## config.mk

```make
export PLATFORM = sky130hd
export DESIGN_NAME = serial_io_chain_flat
export DESIGN_NICKNAME = d
export VERILOG_FILES = /design/src/rtl/serial_io_chain_if.sv /design/src/rtl/serial_io_chain.sv /design/src/flat_wrapper.sv
export SDC_FILE = /design/constraint.sdc
export NUM_CORES = 1
export LEC_CHECK = 0
export ABC_CLOCK_PERIOD_IN_PS = 4100
export CAP_MARGIN = 20
export CELL_PAD_IN_SITES_DETAIL_PLACEMENT = 1
export CELL_PAD_IN_SITES_GLOBAL_PLACEMENT = 1
export CORE_UTILIZATION = 50
export CTS_BUF_LIST = sky130_fd_sc_hd__clkbuf_4 sky130_fd_sc_hd__clkbuf_8 sky130_fd_sc_hd__clkbuf_16
export CTS_CLUSTER_DIAMETER = 30
export DETAILED_ROUTE_END_ITERATION = 8
export DONT_BUFFER_PORTS = 1
export PLACE_DENSITY = 0.9
export SKIP_CTS_REPAIR_TIMING = 1
export SLEW_MARGIN = 10
export SYNTH_ARGS = -nofsm -noshare
export SYNTH_HDL_FRONTEND = slang
export SYNTH_SLANG_ARGS = --single-unit
```

## constraint.sdc

```tcl
create_clock -name i_CLK -period 4.1 [get_ports i_CLK]
set_clock_uncertainty 0.15 [all_clocks]
set_input_delay 1.23 -clock i_CLK [delete_from_list [all_inputs] [get_ports i_CLK]]
set_output_delay 1.23 -clock i_CLK [all_outputs]
set_load 0.05 [all_outputs]
```

## src/rtl/serial_io_chain_if.sv

```systemverilog
// Pin-side and core-side signals of one serial_io_chain instance.
// The engine uses the slave modport; the core logic or a bench drives the master side.
interface serial_io_chain_if #(
   parameter int OUT_W = 16,
   parameter int IN_W  = 21
);
   logic [OUT_W-1:0] i_Data;
   logic             i_Start;
   logic             i_SerIn;
   logic             o_SerOut;
   logic             o_SerCLK;
   logic             o_OutLatch;
   logic             o_InLatch;
   logic [IN_W-1:0]  o_InData;
   logic             o_Valid;
   logic             o_Changed;
   logic             o_Busy;

   modport master (
      output i_Data, i_Start, i_SerIn,
      input  o_SerOut, o_SerCLK, o_OutLatch, o_InLatch, o_InData, o_Valid, o_Changed, o_Busy
   );

   modport slave (
      input  i_Data, i_Start, i_SerIn,
      output o_SerOut, o_SerCLK, o_OutLatch, o_InLatch, o_InData, o_Valid, o_Changed, o_Busy
   );
endinterface

```

## src/rtl/serial_io_chain.sv

```systemverilog
// Serial engine for 595/165-style chains: shifts an OUT_W word out while an IN_W word
// shifts in, framed by LOAD / SHIFT / COMMIT with a programmable serial clock divider.
module serial_io_chain #(
   parameter int OUT_W      = 16,
   parameter int IN_W       = 21,
   parameter int DIV        = 4,
   parameter int MSB_FIRST  = 1,
   parameter int CONTINUOUS = 1
) (
   input logic               i_CLK,
   input logic               i_RESET,
   serial_io_chain_if.slave  bus
);
   localparam int N  = (OUT_W > IN_W) ? OUT_W : IN_W;
   localparam int PW = $clog2(DIV + 1);
   localparam int BW = $clog2(N + 1);
   localparam logic [PW-1:0] PHASE_LAST = PW'(DIV - 1);
   localparam logic [BW-1:0] BIT_LAST   = BW'(N - 1);

   typedef enum logic [1:0] {IDLE, LOAD, SHIFT, COMMIT} state_t;

   state_t          state;
   logic [PW-1:0]   phase_cnt;
   logic [BW-1:0]   bit_cnt;
   logic            idle_done;
   logic [N-1:0]    out_sr;
   logic [IN_W-1:0] in_sr;

   logic            phase_end;
   logic            next_out;
   logic [N-1:0]    out_sr_shifted;
   logic [N-1:0]    load_word;
   logic [IN_W-1:0] in_sr_next;

   assign phase_end = (phase_cnt == PHASE_LAST);

   // Padding zeros sit on the side that leaves the register first.
   // NOTE: every always_comb output gets a value on every path, so no latch is inferred.
   always_comb begin
      if (MSB_FIRST != 0) begin
         next_out       = out_sr[N-1];
         out_sr_shifted = out_sr << 1;
         load_word      = N'(bus.i_Data);
         in_sr_next     = {in_sr[IN_W-2:0], bus.i_SerIn};
      end else begin
         next_out       = out_sr[0];
         out_sr_shifted = out_sr >> 1;
         load_word      = N'(bus.i_Data) << (N - OUT_W);
         in_sr_next     = {bus.i_SerIn, in_sr[IN_W-1:1]};
      end
   end

   // NOTE: state and registered outputs use non-blocking assignments so every flop
   // samples pre-edge values regardless of statement order.
   always_ff @(posedge i_CLK) begin
      if (i_RESET) begin
         state          <= IDLE;
         phase_cnt      <= '0;
         bit_cnt        <= '0;
         idle_done      <= 1'b0;
         out_sr         <= '0;
         in_sr          <= '0;
         bus.o_SerOut   <= 1'b0;
         bus.o_SerCLK   <= 1'b0;
         bus.o_OutLatch <= 1'b0;
         bus.o_InLatch  <= 1'b0;
         bus.o_InData   <= '0;
         bus.o_Valid    <= 1'b0;
         bus.o_Changed  <= 1'b0;
         bus.o_Busy     <= 1'b0;
      end else begin
         bus.o_Valid   <= 1'b0;
         bus.o_Changed <= 1'b0;
         case (state)
            IDLE: begin
               // The cycle spent in reset does not count as the one-cycle IDLE dwell.
               if ((CONTINUOUS != 0) ? idle_done : bus.i_Start) begin
                  state         <= LOAD;
                  phase_cnt     <= '0;
                  bit_cnt       <= '0;
                  idle_done     <= 1'b0;
                  out_sr        <= load_word;
                  bus.o_InLatch <= 1'b1;
                  bus.o_Busy    <= 1'b1;
               end else begin
                  idle_done <= 1'b1;
               end
            end
            LOAD: begin
               if (phase_end) begin
                  state         <= SHIFT;
                  phase_cnt     <= '0;
                  out_sr        <= out_sr_shifted;
                  bus.o_SerOut  <= next_out;
                  bus.o_SerCLK  <= 1'b0;
                  bus.o_InLatch <= 1'b0;
               end else begin
                  phase_cnt <= phase_cnt + PW'(1);
               end
            end
            SHIFT: begin
               if (!phase_end) begin
                  phase_cnt <= phase_cnt + PW'(1);
               end else begin
                  phase_cnt <= '0;
                  if (!bus.o_SerCLK) begin
                     in_sr        <= in_sr_next;
                     bus.o_SerCLK <= 1'b1;
                  end else if (bit_cnt == BIT_LAST) begin
                     state          <= COMMIT;
                     bus.o_SerCLK   <= 1'b0;
                     bus.o_OutLatch <= 1'b1;
                     bus.o_InData   <= in_sr;
                     bus.o_Valid    <= 1'b1;
                     bus.o_Changed  <= (in_sr != bus.o_InData);
                  end else begin
                     bit_cnt      <= bit_cnt + BW'(1);
                     out_sr       <= out_sr_shifted;
                     bus.o_SerOut <= next_out;
                     bus.o_SerCLK <= 1'b0;
                  end
               end
            end
            COMMIT: begin
               if (phase_end) begin
                  state          <= IDLE;
                  phase_cnt      <= '0;
                  idle_done      <= 1'b1;
                  bus.o_OutLatch <= 1'b0;
                  bus.o_Busy     <= 1'b0;
               end else begin
                  phase_cnt <= phase_cnt + PW'(1);
               end
            end
            default: state <= IDLE;
         endcase
      end
   end
endmodule
```

## src/flat_wrapper.sv

```systemverilog
// flat-port wrapper written by rule: the top's interface ports become plain ports
module serial_io_chain_flat 
#(
   parameter int OUT_W      = 16,
   parameter int IN_W       = 21,
   parameter int DIV        = 4,
   parameter int MSB_FIRST  = 1,
   parameter int CONTINUOUS = 1
)
  (i_CLK, i_RESET, bus_i_Data, bus_i_Start, bus_i_SerIn, bus_o_SerOut, bus_o_SerCLK, bus_o_OutLatch, bus_o_InLatch, bus_o_InData, bus_o_Valid, bus_o_Changed, bus_o_Busy);
  serial_io_chain_if #(.OUT_W(OUT_W), .IN_W(IN_W)) bus_i ();
  input logic i_CLK;
  input logic i_RESET;
  input wire logic [$bits(bus_i.i_Data)-1:0] bus_i_Data;
  input wire logic [$bits(bus_i.i_Start)-1:0] bus_i_Start;
  input wire logic [$bits(bus_i.i_SerIn)-1:0] bus_i_SerIn;
  output wire logic [$bits(bus_i.o_SerOut)-1:0] bus_o_SerOut;
  output wire logic [$bits(bus_i.o_SerCLK)-1:0] bus_o_SerCLK;
  output wire logic [$bits(bus_i.o_OutLatch)-1:0] bus_o_OutLatch;
  output wire logic [$bits(bus_i.o_InLatch)-1:0] bus_o_InLatch;
  output wire logic [$bits(bus_i.o_InData)-1:0] bus_o_InData;
  output wire logic [$bits(bus_i.o_Valid)-1:0] bus_o_Valid;
  output wire logic [$bits(bus_i.o_Changed)-1:0] bus_o_Changed;
  output wire logic [$bits(bus_i.o_Busy)-1:0] bus_o_Busy;
  assign bus_i.i_Data = bus_i_Data;
  assign bus_i.i_Start = bus_i_Start;
  assign bus_i.i_SerIn = bus_i_SerIn;
  assign bus_o_SerOut = bus_i.o_SerOut;
  assign bus_o_SerCLK = bus_i.o_SerCLK;
  assign bus_o_OutLatch = bus_i.o_OutLatch;
  assign bus_o_InLatch = bus_i.o_InLatch;
  assign bus_o_InData = bus_i.o_InData;
  assign bus_o_Valid = bus_i.o_Valid;
  assign bus_o_Changed = bus_i.o_Changed;
  assign bus_o_Busy = bus_i.o_Busy;
  serial_io_chain #(.OUT_W(OUT_W), .IN_W(IN_W), .DIV(DIV), .MSB_FIRST(MSB_FIRST), .CONTINUOUS(CONTINUOUS)) u_core (.i_CLK(i_CLK), .i_RESET(i_RESET), .bus(bus_i));
endmodule
```

==> flow_summary.json <==
{
  "drc": 0,
  "power-per-cell-area_mw_per_mm2": 653,
  "final_area_mm2": 0.00382,
  "cts_tree": "built",
  "vias": 2904,
  "m1WireLength_um": 3970,
  "io_buffers": 0,
  "htreeDepth": 3,
  "multi_input_area_mm2": 0.00178,
  "pin_count": 48,
  "arrival_ps": 2680,
  "ys_ff_latch": 81,
  "worstPathCellList": "inv_1 -> ha_1 -> nor2b_1 -> a21o_1 -> a211oi_4 -> buf_4 -> a211oi_1",
  "hold_path_class": "reg2reg",
  "syn_nets": 448,
  "synth_cell_types": 42,
  "layout_commonest_cell": "nand2_1",
  "placed_cell_area_mm2": 0.00358,
  "top_layer_used": "met4",
  "grt_pass1_vias": 2991,
  "p_leak_nw": 1.29,
  "finalSetupViolCount": 0,
  "cts_sinks": 81,
  "min_period_ps": 2580,
  "rsz0062_at_grt": "no",
  "areaGrowthSynthToFinish_pct": 7.87,
  "worst_pin_slew_ps": 968,
  "rows": 30,
  "die_h_um": 86.2,
  "fill_cells": 826,
  "first_pass_iters": 4,
  "cp_max_fo": 36,
  "ant_nets": 0,
  "cp.required_ps": 4200,
  "critPathKind": "reg2reg",
  "grt_max_degree": 80,
  "timing.rr.start": "u_core.state[0]",
  "run_status": "completed",
  "synthFlopType": "dfxtp_1",
  "endpoint_kind": "flop",
  "report.final.slew_viol_count": 0,
  "synth_warnings": 0,
  "netlist_instances": 420,
  "clk_pin_slew_ps": 80,
  "clk_latency_ps": 350,
  "design.die.area_mm2": 0.00743,
  "finalCritPeriodShare": 0.629,
  "grt_overflow_total": 0,
  "ys_async_sr_fraction": 0,
  "place.gp.congestion": 0.790,
  "maxCapViolCount": 0,
  "worst_ir_drop_vdd_v": 0.000371,
  "drive_above_1_share": 0.0845,
  "cts.path.max_buffers": 2,
  "final_hold_viol_count": 0,
  "antenna_found_initial": 0,
  "dpl.hpwl_um": 5660,
  "slew_headroom": 0.355,
  "final_util": 0.560,
  "wl_met3_um": 370,
  "viasPerCell": 5.69,
  "synth_area_per_cell_um2": 8.44,
  "start_util": 0.519,
  "nNetsFinal": 437,
  "total_power_mw": 2.50,
  "tns_ps": 0,
  "crit_start": "u_core.state[0]",
  "yosysSeqAreaShare": 0.457,
  "antenna_cells": 0,
  "final_cell_mix": "100 x nand2_1, 81 x dfxtp_1, 58 x a21oi_1",
  "synth_edf_count": 0,
  "core-area_mm2": 0.00683,
  "fmaxAchievable_mhz": 388,
  "hold_start": "u_core.out_sr[0]",
  "max_stage_delay_ps": 630,
  "drt_wl_total_um": 8760,
  "grt_pass1_wl_um": 14500,
  "syn_area_mm2": 0.00354,
  "critPathSlowestCell": "nor2b_1",
  "cts-buffers-inserted": 9,
  "fp.dieW_um": 86.2,
  "root_buffer": "clkbuf_8",
  "drtIter0Drc": 136,
  "register_area_mm2": 0.00162,
  "post_drt_wl_per_cell_um": 17.2,
  "dr_wl_met2_um": 4250,
  "grt_use_total": 0.251,
  "critPathLaunchType": "flop"
}
[worst max-delay path, delay by kind of cell, from the launching register on]
family                     cells  cell delay, ps
AOI/OAI and AO/OA              3             580
adders and majority gates      1             350
buffers and inverters          2             410
DFF                            1             340
and+or+nand+nor                1             630
[cell usage after synthesis (all sizes together) (4+ instances only)]
master  count  area (um^2)
nand2     100          375
dfxtp      81         1620
a21oi      58          290
nor2       34          128
clkbuf     21         78.8
xnor2      19          166
a211oi     17          185
mux2i      17          170
nand3      11         55.1
ha          8          100
inv         7         26.3
buf         5         40.0
nand4       5         31.3
o21ai       4         20.0
[path summary, 6_finish.rpt]
path,endpoint,slack [ps],cells past startpoint
worst max-delay path,u_core.out_sr[10],1520,7
worst min-delay path,u_core.out_sr[0],310,2
worst max register to register,u_core.out_sr[10],1520,7
worst min register to register,u_core.out_sr[0],310,2
[cells by family (layout without fill, tap and decap cells)]
group | after synthesis | after routing | share of synthesized area
simple gates | 167 | 167 | 0.200
fa+ha+maj | 8 | 8 | 0.0282
flops | 81 | 81 | 0.457
buf+inv | 33 | 27 | 0.0409
xor+xnor | 21 | 21 | 0.0519
mux | 19 | 19 | 0.0544
compound gates | 91 | 91 | 0.167
[report_power, final]
group          internal (mW)  switching (mW)
clock network          0.419           0.297
registers              0.876          0.0978
logic                  0.314           0.493
total                   1.61           0.888
[metal layers]
layer | vias up | global-route usage
met5 | - | 0
met3 | 15 | 0.0457
met1 | 1429 | 0.310
li1 | 1400 | -
met4 | 0 | 0.109
met2 | 60 | 0.431
[flip-flops by register name, summed over array words and instances, names as in the netlist, 2 cells and up]
register	count
u_core.bus.o_InData	21
u_core.in_sr	21
u_core.bit_cnt	5
u_core.out_sr	21
u_core.state	2
u_core.phase_cnt	3
[metrics by stage]
stage	setup WS [ps]	hold slack, ps	instances
after global placement	1700	285	494
after floorplan	1780	281	420
after global routing	1290	329	510
final	1520	312	510
after CTS	1530	309	510
after detailed placement	1580	296	494
[final cells by class]
| cell class | count | share of cell area |
|---|---|---|
| clock inverter | 5 | 0.0272 |
| multi-input combinational | 306 | 0.466 |
| timing repair buffer | 4 | 0.00785 |
| inverter | 7 | 0.00687 |
| sequential | 81 | 0.424 |
| tap | 96 | 0.0314 |
| clock buffer | 11 | 0.0363 |
Note: power is estimated with default switching activity, not from simulation.
